===== src/rtl/uop_queue_if.sv =====
// Handshake bundle between ucode (uc0), the uop queue and rename (rn0).
// The slave modport is the queue side; master is the ucode/rename/flush environment.
interface uop_queue_if #(
    parameter int DEPTH = 8,
    parameter int W     = 32
);
    localparam int CW = $clog2(DEPTH) + 1;

    struct packed { logic valid; } nuke_rb1;
    struct packed { logic valid; } br_mispred_ex0;

    logic         valid_uc0;
    logic [W-1:0] uinstr_uc0;
    logic         uopq_ready_uc0;
    logic         valid_rn0;
    logic [W-1:0] uinstr_rn0;
    logic         rename_ready_rn0;
    logic [CW-1:0] uopq_count;
    logic         uopq_empty;

    modport slave (
        input  nuke_rb1, br_mispred_ex0,
        input  valid_uc0, uinstr_uc0, rename_ready_rn0,
        output uopq_ready_uc0, valid_rn0, uinstr_rn0, uopq_count, uopq_empty
    );

    modport master (
        output nuke_rb1, br_mispred_ex0,
        output valid_uc0, uinstr_uc0, rename_ready_rn0,
        input  uopq_ready_uc0, valid_rn0, uinstr_rn0, uopq_count, uopq_empty
    );
endinterface


===== src/rtl/uop_queue.sv =====
// In-order decoupling FIFO between ucode and rename with a registered ready
// and a full flush on nuke or branch mispredict.
module uop_queue #(
    parameter int DEPTH = 8,
    parameter int W     = 32
) (
    input  logic        clk,
    input  logic        reset_n,
    uop_queue_if.slave  q
);
    localparam int AW = $clog2(DEPTH);
    localparam int PW = AW + 1;

    logic [W-1:0]  mem [DEPTH];

    logic [PW-1:0] wr_ptr_reg, wr_ptr_next;
    logic [PW-1:0] rd_ptr_reg, rd_ptr_next;
    logic [PW-1:0] count_reg, count_next;
    logic          ready_reg, ready_next;
    logic          empty_reg, empty_next;

    logic flush;
    logic enq;
    logic deq;
    logic ptr_empty;
    logic full;
    logic valid_out;

    always_comb begin
        flush     = q.nuke_rb1.valid | q.br_mispred_ex0.valid;
        ptr_empty = (wr_ptr_reg == rd_ptr_reg);
        full      = (wr_ptr_reg[AW-1:0] == rd_ptr_reg[AW-1:0]) &&
                    (wr_ptr_reg[AW] != rd_ptr_reg[AW]);
        // Mask the head in the flush cycle so a doomed uop never reaches rename.
        valid_out = ~ptr_empty & ~flush;
        enq       = q.valid_uc0 & ready_reg & ~flush;
        deq       = valid_out & q.rename_ready_rn0;
    end

    always_comb begin
        wr_ptr_next = wr_ptr_reg;
        rd_ptr_next = rd_ptr_reg;
        count_next  = count_reg;
        if (flush) begin
            wr_ptr_next = '0;
            rd_ptr_next = '0;
            count_next  = '0;
        end else begin
            wr_ptr_next = wr_ptr_reg + PW'(enq);
            rd_ptr_next = rd_ptr_reg + PW'(deq);
            count_next  = count_reg + PW'(enq) - PW'(deq);
        end
        // Ready looks at next occupancy, so a full queue can never be written.
        ready_next = ~flush && (count_next < PW'(DEPTH));
        empty_next = (count_next == '0);
    end

    always_ff @(posedge clk or negedge reset_n) begin
        if (!reset_n) begin
            wr_ptr_reg <= '0;
            rd_ptr_reg <= '0;
            count_reg  <= '0;
            ready_reg  <= 1'b0;
            empty_reg  <= 1'b1;
        end else begin
            wr_ptr_reg <= wr_ptr_next;
            rd_ptr_reg <= rd_ptr_next;
            count_reg  <= count_next;
            ready_reg  <= ready_next;
            empty_reg  <= empty_next;
        end
    end

    always_ff @(posedge clk) begin
        if (enq) begin
            mem[wr_ptr_reg[AW-1:0]] <= q.uinstr_uc0;
        end
    end

    assign q.uopq_ready_uc0 = ready_reg;
    assign q.valid_rn0      = valid_out;
    assign q.uinstr_rn0     = mem[rd_ptr_reg[AW-1:0]];
    assign q.uopq_count     = count_reg;
    assign q.uopq_empty     = empty_reg;

    a_no_enq_full: assert property (@(posedge clk) disable iff (!reset_n)
        !(enq && full));
    a_no_deq_empty: assert property (@(posedge clk) disable iff (!reset_n)
        !(deq && ptr_empty));
    a_count_ptrs: assert property (@(posedge clk) disable iff (!reset_n)
        count_reg == PW'(wr_ptr_reg - rd_ptr_reg));
    a_head_stable: assert property (@(posedge clk) disable iff (!reset_n)
        (valid_out && !q.rename_ready_rn0 && !flush) |=> $stable(q.uinstr_rn0));
endmodule


===== src/flat_wrapper.sv =====
// flat-port wrapper written by rule: the top's interface ports become plain ports
module uop_queue_flat 
#(
    parameter int DEPTH = 8,
    parameter int W     = 32
)
  (clk, reset_n, q_nuke_rb1, q_br_mispred_ex0, q_valid_uc0, q_uinstr_uc0, q_rename_ready_rn0, q_uopq_ready_uc0, q_valid_rn0, q_uinstr_rn0, q_uopq_count, q_uopq_empty);
  uop_queue_if #(.DEPTH(DEPTH), .W(W)) q_i ();
  input  logic clk;
  input  logic reset_n;
  input wire logic [$bits(q_i.nuke_rb1)-1:0] q_nuke_rb1;
  input wire logic [$bits(q_i.br_mispred_ex0)-1:0] q_br_mispred_ex0;
  input wire logic [$bits(q_i.valid_uc0)-1:0] q_valid_uc0;
  input wire logic [$bits(q_i.uinstr_uc0)-1:0] q_uinstr_uc0;
  input wire logic [$bits(q_i.rename_ready_rn0)-1:0] q_rename_ready_rn0;
  output wire logic [$bits(q_i.uopq_ready_uc0)-1:0] q_uopq_ready_uc0;
  output wire logic [$bits(q_i.valid_rn0)-1:0] q_valid_rn0;
  output wire logic [$bits(q_i.uinstr_rn0)-1:0] q_uinstr_rn0;
  output wire logic [$bits(q_i.uopq_count)-1:0] q_uopq_count;
  output wire logic [$bits(q_i.uopq_empty)-1:0] q_uopq_empty;
  assign q_i.nuke_rb1 = q_nuke_rb1;
  assign q_i.br_mispred_ex0 = q_br_mispred_ex0;
  assign q_i.valid_uc0 = q_valid_uc0;
  assign q_i.uinstr_uc0 = q_uinstr_uc0;
  assign q_i.rename_ready_rn0 = q_rename_ready_rn0;
  assign q_uopq_ready_uc0 = q_i.uopq_ready_uc0;
  assign q_valid_rn0 = q_i.valid_rn0;
  assign q_uinstr_rn0 = q_i.uinstr_rn0;
  assign q_uopq_count = q_i.uopq_count;
  assign q_uopq_empty = q_i.uopq_empty;
  uop_queue #(.DEPTH(DEPTH), .W(W)) u_core (.clk(clk), .reset_n(reset_n), .q(q_i));
endmodule

===== config.mk =====
export PLATFORM = sky130hd
export DESIGN_NAME = uop_queue_flat
export DESIGN_NICKNAME = d
export VERILOG_FILES = /design/src/rtl/uop_queue_if.sv /design/src/rtl/uop_queue.sv /design/src/flat_wrapper.sv
export SDC_FILE = /design/constraint.sdc
export NUM_CORES = 1
export LEC_CHECK = 0
export CORE_AREA = 2 2 174 176
export DETAILED_ROUTE_END_ITERATION = 6
export DIE_AREA = 0 0 176 178
export SLEW_MARGIN = 25
export SYNTH_ARGS = -nofsm -noshare
export SYNTH_HDL_FRONTEND = slang
export SYNTH_SLANG_ARGS = --single-unit
export TNS_END_PERCENT = 50

===== constraint.sdc =====
create_clock -name clk -period 3.53 [get_ports clk]
set_input_delay 0.706 -clock clk [delete_from_list [all_inputs] [get_ports clk]]
set_output_delay 0.706 -clock clk [all_outputs]
set_load 0.05 [all_outputs]

==> flow_summary.json <==
{
  "slew_violations": 0,
  "ys_seq_area_share_pct": 76.5,
  "grt_util_met2_pct": 22.9,
  "synth_area_um2": 10500,
  "fin_setup_tns_ps": 0,
  "synth.ff_latch_count": 270,
  "layout.nets": 611,
  "tightest_slew_ps": 658,
  "placed_cells": 925,
  "hold_viol_final": 0,
  "clock_latency_ps": 530,
  "fp.dieW_um": 176,
  "critPathBufInv": 2,
  "grt_overflow": 0,
  "ys_top_cells_by_area": "edfxtp_1 73%, mux4_2 9.4%, mux4_1 5.0%",
  "grt_pass1_vias": 5238,
  "ir_worst_vdd_mv": 0.365,
  "setup_viol": 0,
  "cts_buffers": 27,
  "coreArea_um2": 29400,
  "met3_usage_pct": 1.94,
  "async_flop_share_pct": 5.19,
  "fin_cells": 974,
  "power_mw": 6.37,
  "syn2layout_area_growth_pct": 22.0,
  "dp_slack_ps": 169,
  "drc": 0,
  "drt_iter0_drc": 362,
  "clockRootBuffer": "clkbuf_16",
  "die_height_um": 178,
  "critPathMaxStageDelay_ps": 710,
  "dpl-instance-area_um2": 12000,
  "wirelength_mm": 20.1,
  "drt_first_pass_iters": 4,
  "clkSinkCount": 270,
  "leakage_nw": 4.11,
  "crit_required_ps": 2820,
  "rrSetupSlack_ps": 720,
  "final.period_utilization_pct": 97.5,
  "viasPerCell": 4.92,
  "vias": 4789,
  "critPathLaunchType": "register",
  "yosysUniqueCellTypes": 31,
  "crit_slowest_cell": "clkdlybuf4s50_1",
  "dp_hpwl_mm": 12.2,
  "worst-endpoint-arrival_ps": 2740,
  "gr-max-usage-layer": "met2",
  "ctsHoldBuffers": 0,
  "synth_most_common_cell": "edfxtp_1",
  "post-route-min-period_ps": 3440,
  "p_per_area_nw_per_um2": 497,
  "drive_above_1_share_pct": 29.5,
  "syn-mean-instance-area_um2": 23.3,
  "postLayoutCoreUtil_pct": 43.6,
  "layout_setup_ws_ps": 88.6,
  "grt_pass1_wl_mm": 30.6,
  "rows": 63,
  "htree_levels": 1,
  "portBuffers": 76,
  "status": "completed",
  "grt_antenna_before_repair": 1,
  "drv_cap": 0,
  "yosysTopAreaCellShare_pct": 73.2,
  "yosys-top-cells-count": "256 x edfxtp_1, 44 x mux4_2, 32 x mux2_2, 20 x mux4_1",
  "synth_area_leader_cell": "edfxtp_1",
  "use_met1_pct": 16.6,
  "clkTransAtPathRegs_ps": 60,
  "syn-num-nets": 498,
  "fin_worst_skew_ps": 14.8,
  "end_kind": "primary output",
  "pin_count": 77,
  "wire_per_inst_um": 20.7,
  "cts_setup_buffers": 0,
  "synth_edf_count": 256,
  "ys.flop_type": "edfxtp_1",
  "cts_tree": "built",
  "largest_register_ffs": 256,
  "drtAntennaViolNets": 0,
  "criticalPathCategory": "register to primary output",
  "worstPathCellList": "buf_12, mux4_1, mux2_2, clkdlybuf4s50_1",
  "dieArea_um2": 31300,
  "max_freq_mhz": 291,
  "hold_path_class": "input port to asynchronous set/reset pin",
  "critPathTopFamily": "buffers and inverters",
  "synth_warnings": 0,
  "relSlewSlack_pct": 56.0,
  "syn_inst": 451,
  "rsz0062_at_grt": "no",
  "cp_max_fo": 22,
  "initial_utilization_pct": 35.7,
  "final_area_um2": 12800,
  "track_usage_pct": 13.0,
  "holdWs_ps": 578,
  "grt_max_degree": 31,
  "place_congestion": 0.827,
  "clk_path_buf_depth": 3
}
where the power goes:
part	internal, mW	switching, mW
clock network	1.62	1.11
logic	0.0536	0.0708
registers	3.51	0.00188
total	5.19	1.19
cell type report:
| cell class | count | area, um^2 |
|---|---|---|
| antenna | 1 | 2.50 |
| clock buffer | 36 | 709 |
| clock inverter | 12 | 135 |
| fill | 2492 | 16600 |
| inverter | 5 | 18.8 |
| multi-input combinational | 155 | 2360 |
| sequential | 270 | 8050 |
| tap | 390 | 488 |
| timing repair buffer | 105 | 1060 |
logic make-up (layout without fill, tap and decap cells):
kind of cell,count (synthesis),after routing,share of synthesized area (%)
buffers and inverters,26,158,1.66
adders and majority gates,9,9,1.14
xor gates and xnor gates,10,10,0.834
muxes,96,96,17.9
other,0,1,0
AOI/OAI and AO/OA,5,5,0.322
and+or+nand+nor,35,35,1.68
DFF,270,270,76.5
metal layers:
layer / vias up / wire length, um / share of wire [%]
met3: 36 / 684 / 3.4
met2: 99 / 10400 / 52
met5: - / 0 / 0
li1: 2128 / - / -
met4: 0 / 475 / 2.4
met1: 2526 / 8520 / 42
cells in the final DEF (no fill, tap or decap), types with 2 or more instances in the layout:
cell and instances:
and3_1 2, mux4_2 44, clkbuf_1 9, dfrtp_1 10, inv_1 5, a21oi_1 2, clkinv_2 5, edfxtp_1 256
mux2_2 32, mux4_1 20, nand2b_1 2, nor2_4 6, nand3_1 3, buf_12 10, nor2_1 7, clkbuf_16 27
clkdlybuf4s50_1 54, ha_1 8, xnor2_1 8, nand2_1 2, bufinv_16 3, and2_1 7, xor2_1 2, dlymetal6s2s_1 3
dfrtp_2 2, buf_4 37, clkinv_1 3
final timing paths:
check,start,to,depth (start not counted)
min in group clk,u_core.wr_ptr_reg[3],u_core.wr_ptr_reg[3],2
worst max register to register,u_core.rd_ptr_reg[0],u_core.q.uopq_empty,11
worst max-delay path,u_core.rd_ptr_reg[0],q_uinstr_rn0[14],4
max in group asynchronous,reset_n,u_core.rd_ptr_reg[0],1
worst min-delay path,reset_n,u_core.q.uopq_count[0],1
worst min register to register,u_core.wr_ptr_reg[3],u_core.wr_ptr_reg[3],2
repair_timing:
item                       in CTS  in global routing
cloned                          0                  0
resized for setup               1                  3
hold endpoints to repair        0                  0
setup endpoints to repair       1                  3
Power figures use the tool's default switching activity.
